===== src/rtl/cam_host_if.sv =====
// -----------------------------------------------------------------------------
// cam_host_if
// Groups the three channels of the CAM host:
//   - command channel  : cmd_valid/cmd_ready handshake with cmd_op, cmd_addr,
//                        cmd_data
//   - response channel : rsp_valid/rsp_ready handshake with rsp_found, rsp_addr
//   - CAM pin channel  : cam_we, cam_addr, cam_data driven toward the CAM, and
//                        cam_found, cam_match_addr returned from it
//   - busy             : host is in any state other than IDLE
// Modports:
//   slave  - the cam_host block itself
//   master - the environment, which issues commands, consumes responses and
//            hosts the CAM
// -----------------------------------------------------------------------------
interface cam_host_if #(
   parameter int AW = 4,
   parameter int DW = 8
);
   logic          cmd_valid;
   logic          cmd_ready;
   logic [1:0]    cmd_op;
   logic [AW-1:0] cmd_addr;
   logic [DW-1:0] cmd_data;

   logic          rsp_valid;
   logic          rsp_ready;
   logic          rsp_found;
   logic [AW-1:0] rsp_addr;

   logic          busy;

   logic          cam_we;
   logic [AW-1:0] cam_addr;
   logic [DW-1:0] cam_data;
   logic          cam_found;
   logic [AW-1:0] cam_match_addr;

   modport slave (
      input  cmd_valid, cmd_op, cmd_addr, cmd_data,
      input  rsp_ready,
      input  cam_found, cam_match_addr,
      output cmd_ready,
      output rsp_valid, rsp_found, rsp_addr,
      output busy,
      output cam_we, cam_addr, cam_data
   );

   modport master (
      output cmd_valid, cmd_op, cmd_addr, cmd_data,
      output rsp_ready,
      output cam_found, cam_match_addr,
      input  cmd_ready,
      input  rsp_valid, rsp_found, rsp_addr,
      input  busy,
      input  cam_we, cam_addr, cam_data
   );
endinterface


===== src/rtl/cam_host.sv =====
// -----------------------------------------------------------------------------
// cam_host
// Host-side initiator for a DEPTH x DW content-addressable memory. Turns a
// simple command stream into the CAM write/search pin protocol and returns
// search results on a separate response channel.
//
// After reset the whole CAM is cleared (INIT) before the first command is
// accepted. Commands (cmd_op):
//   00 write     : one cycle of cam_we with the captured address/data
//   01 search    : key held on cam_data for CAM_LAT cycles, result latched
//   10 clear-all : same DEPTH-cycle zero-fill as INIT, no response
//   11 reserved  : accepted and dropped
//
// Ports:
//   clk    - clock, all state updates on the rising edge
//   rst_n  - asynchronous active-low reset
//   bus    - cam_host_if.slave (command, response, busy and CAM pins)
//
// Parameters:
//   DEPTH   - number of CAM entries, equal to 2**AW
//   AW      - CAM address width
//   DW      - CAM data/key width
//   CAM_LAT - clock edges from key presented to cam_found valid (1..4)
// -----------------------------------------------------------------------------
module cam_host #(
   parameter int DEPTH   = 16,
   parameter int AW      = 4,
   parameter int DW      = 8,
   parameter int CAM_LAT = 1
) (
   input  logic        clk,
   input  logic        rst_n,
   cam_host_if.slave   bus
);

   typedef enum logic [2:0] {
      ST_INIT,
      ST_IDLE,
      ST_WRITE,
      ST_CLEAR,
      ST_SEARCH,
      ST_RESP
   } state_t;

   localparam logic [1:0]    OP_WRITE  = 2'b00;
   localparam logic [1:0]    OP_SEARCH = 2'b01;
   localparam logic [1:0]    OP_CLEAR  = 2'b10;

   localparam logic [AW-1:0] LAST_ADDR = AW'(DEPTH - 1);
   // Search wait counter; two bits cover the legal CAM_LAT range of 1..4.
   localparam logic [1:0]    LAT_INIT  = 2'(CAM_LAT - 1);

   state_t        r_state;
   logic          r_cam_we;
   logic [AW-1:0] r_cam_addr;
   logic [DW-1:0] r_cam_data;
   logic [1:0]    r_lat;
   logic          r_rsp_valid;
   logic          r_rsp_found;
   logic [AW-1:0] r_rsp_addr;

   state_t        w_next;
   logic          w_cam_we;
   logic [AW-1:0] w_cam_addr;
   logic [DW-1:0] w_cam_data;
   logic [1:0]    w_lat;
   logic          w_rsp_valid;
   logic          w_rsp_found;
   logic [AW-1:0] w_rsp_addr;
   logic          w_idle;

   // ---------------------------------------------------------------------------
   // State and output registers
   // ---------------------------------------------------------------------------
   // NOTE: sequential state uses non-blocking assignments so every register
   // samples the pre-edge values of the others, independent of statement order.
   always_ff @(posedge clk or negedge rst_n) begin
      if (!rst_n) begin
         r_state     <= ST_INIT;
         r_cam_we    <= 1'b0;
         r_cam_addr  <= '0;
         r_cam_data  <= '0;
         r_lat       <= '0;
         r_rsp_valid <= 1'b0;
         r_rsp_found <= 1'b0;
         r_rsp_addr  <= '0;
      end else begin
         r_state     <= w_next;
         r_cam_we    <= w_cam_we;
         r_cam_addr  <= w_cam_addr;
         r_cam_data  <= w_cam_data;
         r_lat       <= w_lat;
         r_rsp_valid <= w_rsp_valid;
         r_rsp_found <= w_rsp_found;
         r_rsp_addr  <= w_rsp_addr;
      end
   end

   // ---------------------------------------------------------------------------
   // Next-state and next-output logic
   // ---------------------------------------------------------------------------
   // NOTE: every variable gets its hold value first so no path through the
   // case statement leaves one unassigned, which would infer a latch.
   always_comb begin
      w_next      = r_state;
      w_cam_we    = r_cam_we;
      w_cam_addr  = r_cam_addr;
      w_cam_data  = r_cam_data;
      w_lat       = r_lat;
      w_rsp_valid = r_rsp_valid;
      w_rsp_found = r_rsp_found;
      w_rsp_addr  = r_rsp_addr;

      case (r_state)
         // INIT and CLEAR share the zero-fill walk. CLEAR is entered with the
         // first write already set up; INIT after reset has cam_we low, so its
         // first cycle only arms the walk at address 0.
         ST_INIT, ST_CLEAR: begin
            if (!r_cam_we) begin
               w_cam_we   = 1'b1;
               w_cam_addr = '0;
               w_cam_data = '0;
            end else if (r_cam_addr == LAST_ADDR) begin
               w_cam_we = 1'b0;
               w_next   = ST_IDLE;
            end else begin
               w_cam_addr = r_cam_addr + 1'b1;
            end
         end

         // cmd_ready is high here, so cmd_valid alone completes the handshake.
         ST_IDLE: begin
            if (bus.cmd_valid) begin
               case (bus.cmd_op)
                  OP_WRITE: begin
                     w_cam_we   = 1'b1;
                     w_cam_addr = bus.cmd_addr;
                     w_cam_data = bus.cmd_data;
                     w_next     = ST_WRITE;
                  end
                  OP_SEARCH: begin
                     w_cam_data = bus.cmd_data;
                     w_lat      = LAT_INIT;
                     w_next     = ST_SEARCH;
                  end
                  OP_CLEAR: begin
                     w_cam_we   = 1'b1;
                     w_cam_addr = '0;
                     w_cam_data = '0;
                     w_next     = ST_CLEAR;
                  end
                  default: begin
                     // Reserved op: consumed with no CAM activity.
                  end
               endcase
            end
         end

         // The write lands on the edge that leaves this state, so a search
         // accepted right afterwards already sees the new contents.
         ST_WRITE: begin
            w_cam_we = 1'b0;
            w_next   = ST_IDLE;
         end

         ST_SEARCH: begin
            if (r_lat == 2'd0) begin
               w_rsp_valid = 1'b1;
               w_rsp_found = bus.cam_found;
               w_rsp_addr  = bus.cam_found ? bus.cam_match_addr : '0;
               w_next      = ST_RESP;
            end else begin
               w_lat = r_lat - 2'd1;
            end
         end

         ST_RESP: begin
            if (bus.rsp_ready) begin
               w_rsp_valid = 1'b0;
               w_next      = ST_IDLE;
            end
         end

         default: begin
            w_cam_we = 1'b0;
            w_next   = ST_INIT;
         end
      endcase
   end

   assign w_idle = (r_state == ST_IDLE);

   assign bus.cmd_ready = w_idle;
   assign bus.busy      = !w_idle;
   assign bus.cam_we    = r_cam_we;
   assign bus.cam_addr  = r_cam_addr;
   assign bus.cam_data  = r_cam_data;
   assign bus.rsp_valid = r_rsp_valid;
   assign bus.rsp_found = r_rsp_found;
   assign bus.rsp_addr  = r_rsp_addr;

endmodule


===== src/flat_wrapper.sv =====
// flat-port wrapper written by rule: the top's interface ports become plain ports
module cam_host_flat 
#(
   parameter int DEPTH   = 16,
   parameter int AW      = 4,
   parameter int DW      = 8,
   parameter int CAM_LAT = 1
)
  (clk, rst_n, bus_cmd_valid, bus_cmd_op, bus_cmd_addr, bus_cmd_data, bus_rsp_ready, bus_cam_found, bus_cam_match_addr, bus_cmd_ready, bus_rsp_valid, bus_rsp_found, bus_rsp_addr, bus_busy, bus_cam_we, bus_cam_addr, bus_cam_data);
  cam_host_if #(.AW(AW), .DW(DW)) bus_i ();
  input  logic clk;
  input  logic rst_n;
  input wire logic [$bits(bus_i.cmd_valid)-1:0] bus_cmd_valid;
  input wire logic [$bits(bus_i.cmd_op)-1:0] bus_cmd_op;
  input wire logic [$bits(bus_i.cmd_addr)-1:0] bus_cmd_addr;
  input wire logic [$bits(bus_i.cmd_data)-1:0] bus_cmd_data;
  input wire logic [$bits(bus_i.rsp_ready)-1:0] bus_rsp_ready;
  input wire logic [$bits(bus_i.cam_found)-1:0] bus_cam_found;
  input wire logic [$bits(bus_i.cam_match_addr)-1:0] bus_cam_match_addr;
  output wire logic [$bits(bus_i.cmd_ready)-1:0] bus_cmd_ready;
  output wire logic [$bits(bus_i.rsp_valid)-1:0] bus_rsp_valid;
  output wire logic [$bits(bus_i.rsp_found)-1:0] bus_rsp_found;
  output wire logic [$bits(bus_i.rsp_addr)-1:0] bus_rsp_addr;
  output wire logic [$bits(bus_i.busy)-1:0] bus_busy;
  output wire logic [$bits(bus_i.cam_we)-1:0] bus_cam_we;
  output wire logic [$bits(bus_i.cam_addr)-1:0] bus_cam_addr;
  output wire logic [$bits(bus_i.cam_data)-1:0] bus_cam_data;
  assign bus_i.cmd_valid = bus_cmd_valid;
  assign bus_i.cmd_op = bus_cmd_op;
  assign bus_i.cmd_addr = bus_cmd_addr;
  assign bus_i.cmd_data = bus_cmd_data;
  assign bus_i.rsp_ready = bus_rsp_ready;
  assign bus_i.cam_found = bus_cam_found;
  assign bus_i.cam_match_addr = bus_cam_match_addr;
  assign bus_cmd_ready = bus_i.cmd_ready;
  assign bus_rsp_valid = bus_i.rsp_valid;
  assign bus_rsp_found = bus_i.rsp_found;
  assign bus_rsp_addr = bus_i.rsp_addr;
  assign bus_busy = bus_i.busy;
  assign bus_cam_we = bus_i.cam_we;
  assign bus_cam_addr = bus_i.cam_addr;
  assign bus_cam_data = bus_i.cam_data;
  cam_host #(.DEPTH(DEPTH), .AW(AW), .DW(DW), .CAM_LAT(CAM_LAT)) u_core (.clk(clk), .rst_n(rst_n), .bus(bus_i));
endmodule

===== config.mk =====
export PLATFORM = sky130hd
export DESIGN_NAME = cam_host_flat
export DESIGN_NICKNAME = d
export VERILOG_FILES = /design/src/rtl/cam_host_if.sv /design/src/rtl/cam_host.sv /design/src/flat_wrapper.sv
export SDC_FILE = /design/constraint.sdc
export NUM_CORES = 1
export LEC_CHECK = 0
export ABC_CLOCK_PERIOD_IN_PS = 2400
export CAP_MARGIN = 25
export CORE_ASPECT_RATIO = 2
export CORE_UTILIZATION = 33
export DETAILED_ROUTE_END_ITERATION = 12
export DONT_BUFFER_PORTS = 1
export SYNTH_ARGS = -nofsm -noshare
export SYNTH_HDL_FRONTEND = slang
export SYNTH_SLANG_ARGS = --single-unit

===== constraint.sdc =====
create_clock -name clk -period 2.4 [get_ports clk]
set_input_delay 0.72 -clock clk [delete_from_list [all_inputs] [get_ports clk]]
set_output_delay 0.72 -clock clk [all_outputs]
set_load 0.01 [all_outputs]

==> key figures <==
CTS
  • Clock Tree Root: clkbuf_8
  • Cts bufs inserted: 3
  • Postcts setup bufs: 0
  • Clk buf depth: 2
  • CTS tree: built
  • Clk sinks: 24
  • H-tree lvl count: 1
  • Clock Latency Late Sink: 0.27 ns
  • Reg clk slew, reported paths: 0.08 ns
  • Resized cells post-CTS: 0
  • Hold_buf cts: 0

Timing
  • RSZ-0062 raised after global routing: false
  • Final Skew: 0.00556 ns
  • Max transition margin: 0.646
  • Least-Margin Pin Slew: 0.529 ns
  • Final Hold Vio Count: 0
  • Max Freq: 445 MHz
  • Fin crit share: 0.936
  • Setup total negative slack: 0 ns
  • Max Slew Vio Count: 0
  • Setup Viol. Count Final: 0
  • Tmin final: 2.25 ns

Pwr
  • Cell Pwr Density: around 1500 mW/mm^2
  • Worst vdd ir: 0.655 mV
  • Static Leak: 0.623 nW

Setup path
  • Critical Path AT: 1.53 ns
  • Cell breakdown of the critical path: or3b_1 > inv_1
  • Buf/Inv on CP: 1
  • Worst Setup Start Kind: flip-flop
  • CP max stage cell: or3b_1
  • Critical path endpoint category: primary output
  • CP required: 1.68 ns
  • Worst path top cell family by delay: simple AND/OR/NAND/NOR gates
  • Crit path max fanout: 11
  • Crit path kind: reg -> out
  • Max incr delay on CP: 0.57 ns

Synthesis
  • EDFF count, synth: 0
  • Mapped Nets: 157
  • Cells after Synth: 132
  • Avg Synthesized Cell Area: around 10 um^2
  • Synth cell types: 40
  • Flops & latches, synth: 24
  • Mapped Area: 0.00135 mm^2
  • Yosys warnings: 0
  • Predominant post-synthesis flop cell: dfrtp_1
  • Sequential area share after synthesis: 0.444
  • Async set-reset flop share out of synthesis: 1.00

Route
  • Residual DRC: 0
  • Wire length per cell: approximately 15 um
  • Antenna Nets Post-Route: 0
  • Top Layer Used: met4
  • TritonRoute pass-1 iters: 4
  • Vias: 958
  • Met3 Routed Length: 175 um
  • Routed wl met2: 1.60 mm
  • Wire length on met1: 944 um
  • DR iter-0 viols: 14
  • DR vias/cell: 5.26
  • Final wirelength: 2.78 mm

GRT
  • Grt total ovfl: 0
  • GRT Total Usage: 0.143
  • Vias in the first global route: 995
  • Initial antenna violation count: 0
  • Pin count of the biggest net entering global routing: 25
  • First-pass GRT wire length: 4.47 mm

Die
  • Boundary Pins: 44
  • DIE AREA: ~0.0044 mm^2
  • FP Rows: 32
  • Die X: around 47 um
  • Starting Density: 0.349
  • Die H: ~93 um
  • Placeable Area: about 0.0039 mm^2

Finish
  • Area grow syn2layout: 3.97%
  • Storage cell area: approximately 600 um^2
  • Fillers: 403
  • Area of the multi-input gates: 638 um^2
  • Non-filler cells, final: 182
  • Nets: 158
  • Layout cells sized above 1: 0.137
  • Antenna Cells: 0

Place
  • Placed insts: ~180
  • HPWL Detailed: around 2.2 mm
  • GP Congestion: around 0.75
  • IO buf count: 0

Hold path
  • Worst Hold Class: in -> async

Flow run
  • Max Cap Viol: 0

Run status
  • Status: complete, no violations
==> layout make-up <==
cell class,instances,share of cell area
Sequential cell,24,0.427
Multi-Input combinational cell,89,0.453
Inverter,13,0.0347
Timing Repair Buffer,2,0.0107
Tap cell,51,0.0453
Clock buffer,3,0.0293
==> registers in the layout, indices dropped and copies added, names as in the netlist <==
name,flops
u_core.bus.cam_we,1
u_core.bus.rsp_found,1
u_core.bus.cam_data,8
u_core.bus.cam_addr,4
u_core.bus.rsp_addr,4
u_core.bus.rsp_valid,1
u_core.r_lat,2
u_core.r_state,3
==> power by group <==
group	switching, mW	internal [mW]
registers	0.222	0.582
logic	0.544	0.466
clock network	0.123	0.112
total	0.889	1.16
==> Yosys cell counts (2+ instances only) <==
cell	number	area share
and4bb_2	2	0.018
or3b_1	2	0.013
mux2i_1	9	0.067
a21oi_1	6	0.022
ha_1	2	0.018
o2bb2ai_1	3	0.019
nor2_1	3	0.0083
dfrtp_1	24	0.44
nand2b_1	2	0.0092
mux2_2	6	0.050
nand2_1	22	0.061
buf_6	3	0.025
inv_1	13	0.036
clkbuf_8	2	0.020
o21ai_0	8	0.030
==> kinds of logic (layout without fill, tap and decap cells) <==
kind of cell / Yosys count / count (layout) / synth area share
buffers and inverters: 19 / 18 / 0.0850
XOR/XNOR: 1 / 1 / 0.00647
AND/OR/NAND/NOR: 41 / 41 / 0.169
flip-flops: 24 / 24 / 0.444
multiplexers: 15 / 15 / 0.116
AO/OA/AOI/OAI: 29 / 29 / 0.153
adder cells (fa/ha/maj): 3 / 3 / 0.0268
==> metal layers <==
layer,vias to the layer above,track usage
li1,460,-
met1,457,0.144
met2,36,0.248
met3,5,0.0390
met4,0,0.0714
met5,-,0
==> worst paths after layout <==
kind / depth (start not counted) / slack (ns) / from / to
worst max-delay path: 2 / 0.15 / u_core.r_state[0] / bus_cmd_ready
worst min-delay path: 0 / 0.14 / rst_n / u_core.bus.rsp_addr[2]
worst max register to register: 5 / 0.48 / u_core.bus.cam_addr[0] / u_core.bus.cam_addr[3]
worst min register to register: 1 / 0.55 / u_core.r_lat[0] / u_core.r_lat[0]
max in group asynchronous: 0 / 2.18 / rst_n / u_core.bus.cam_addr[3]
min in group clk: 1 / 0.55 / u_core.r_lat[0] / u_core.r_lat[0]
==> stage by stage <==
step	hold WS [ns]	total power, mW	util	cell area (um^2)	setup slack [ns]
after CTS	0.131	2.08	0.362	1410	0.139
after detailed placement	0.425	1.84	0.352	1370	0.438
after floorplan	0.424	1.71	-	1350	0.628
final	0.137	2.05	0.362	1410	0.153
after global routing	0.121	2.22	0.362	1410	0.0579
after global placement	0.425	1.78	0.352	1370	0.457
==> layout by cell type, fill, tap and decap left out, types with 2 or more instances in the layout <==
master     instances
a21oi_1            6
and4bb_2           2
buf_4              2
clkbuf_8           3
dfrtp_1           24
ha_1               2
inv_1             13
mux2_2             6
mux2i_1            9
nand2_1           22
nand2b_1           2
nor2_1             3
o21ai_0            8
o2bb2ai_1          3
or3b_1             2
No activity file was read; power rests on OpenSTA's default activity.
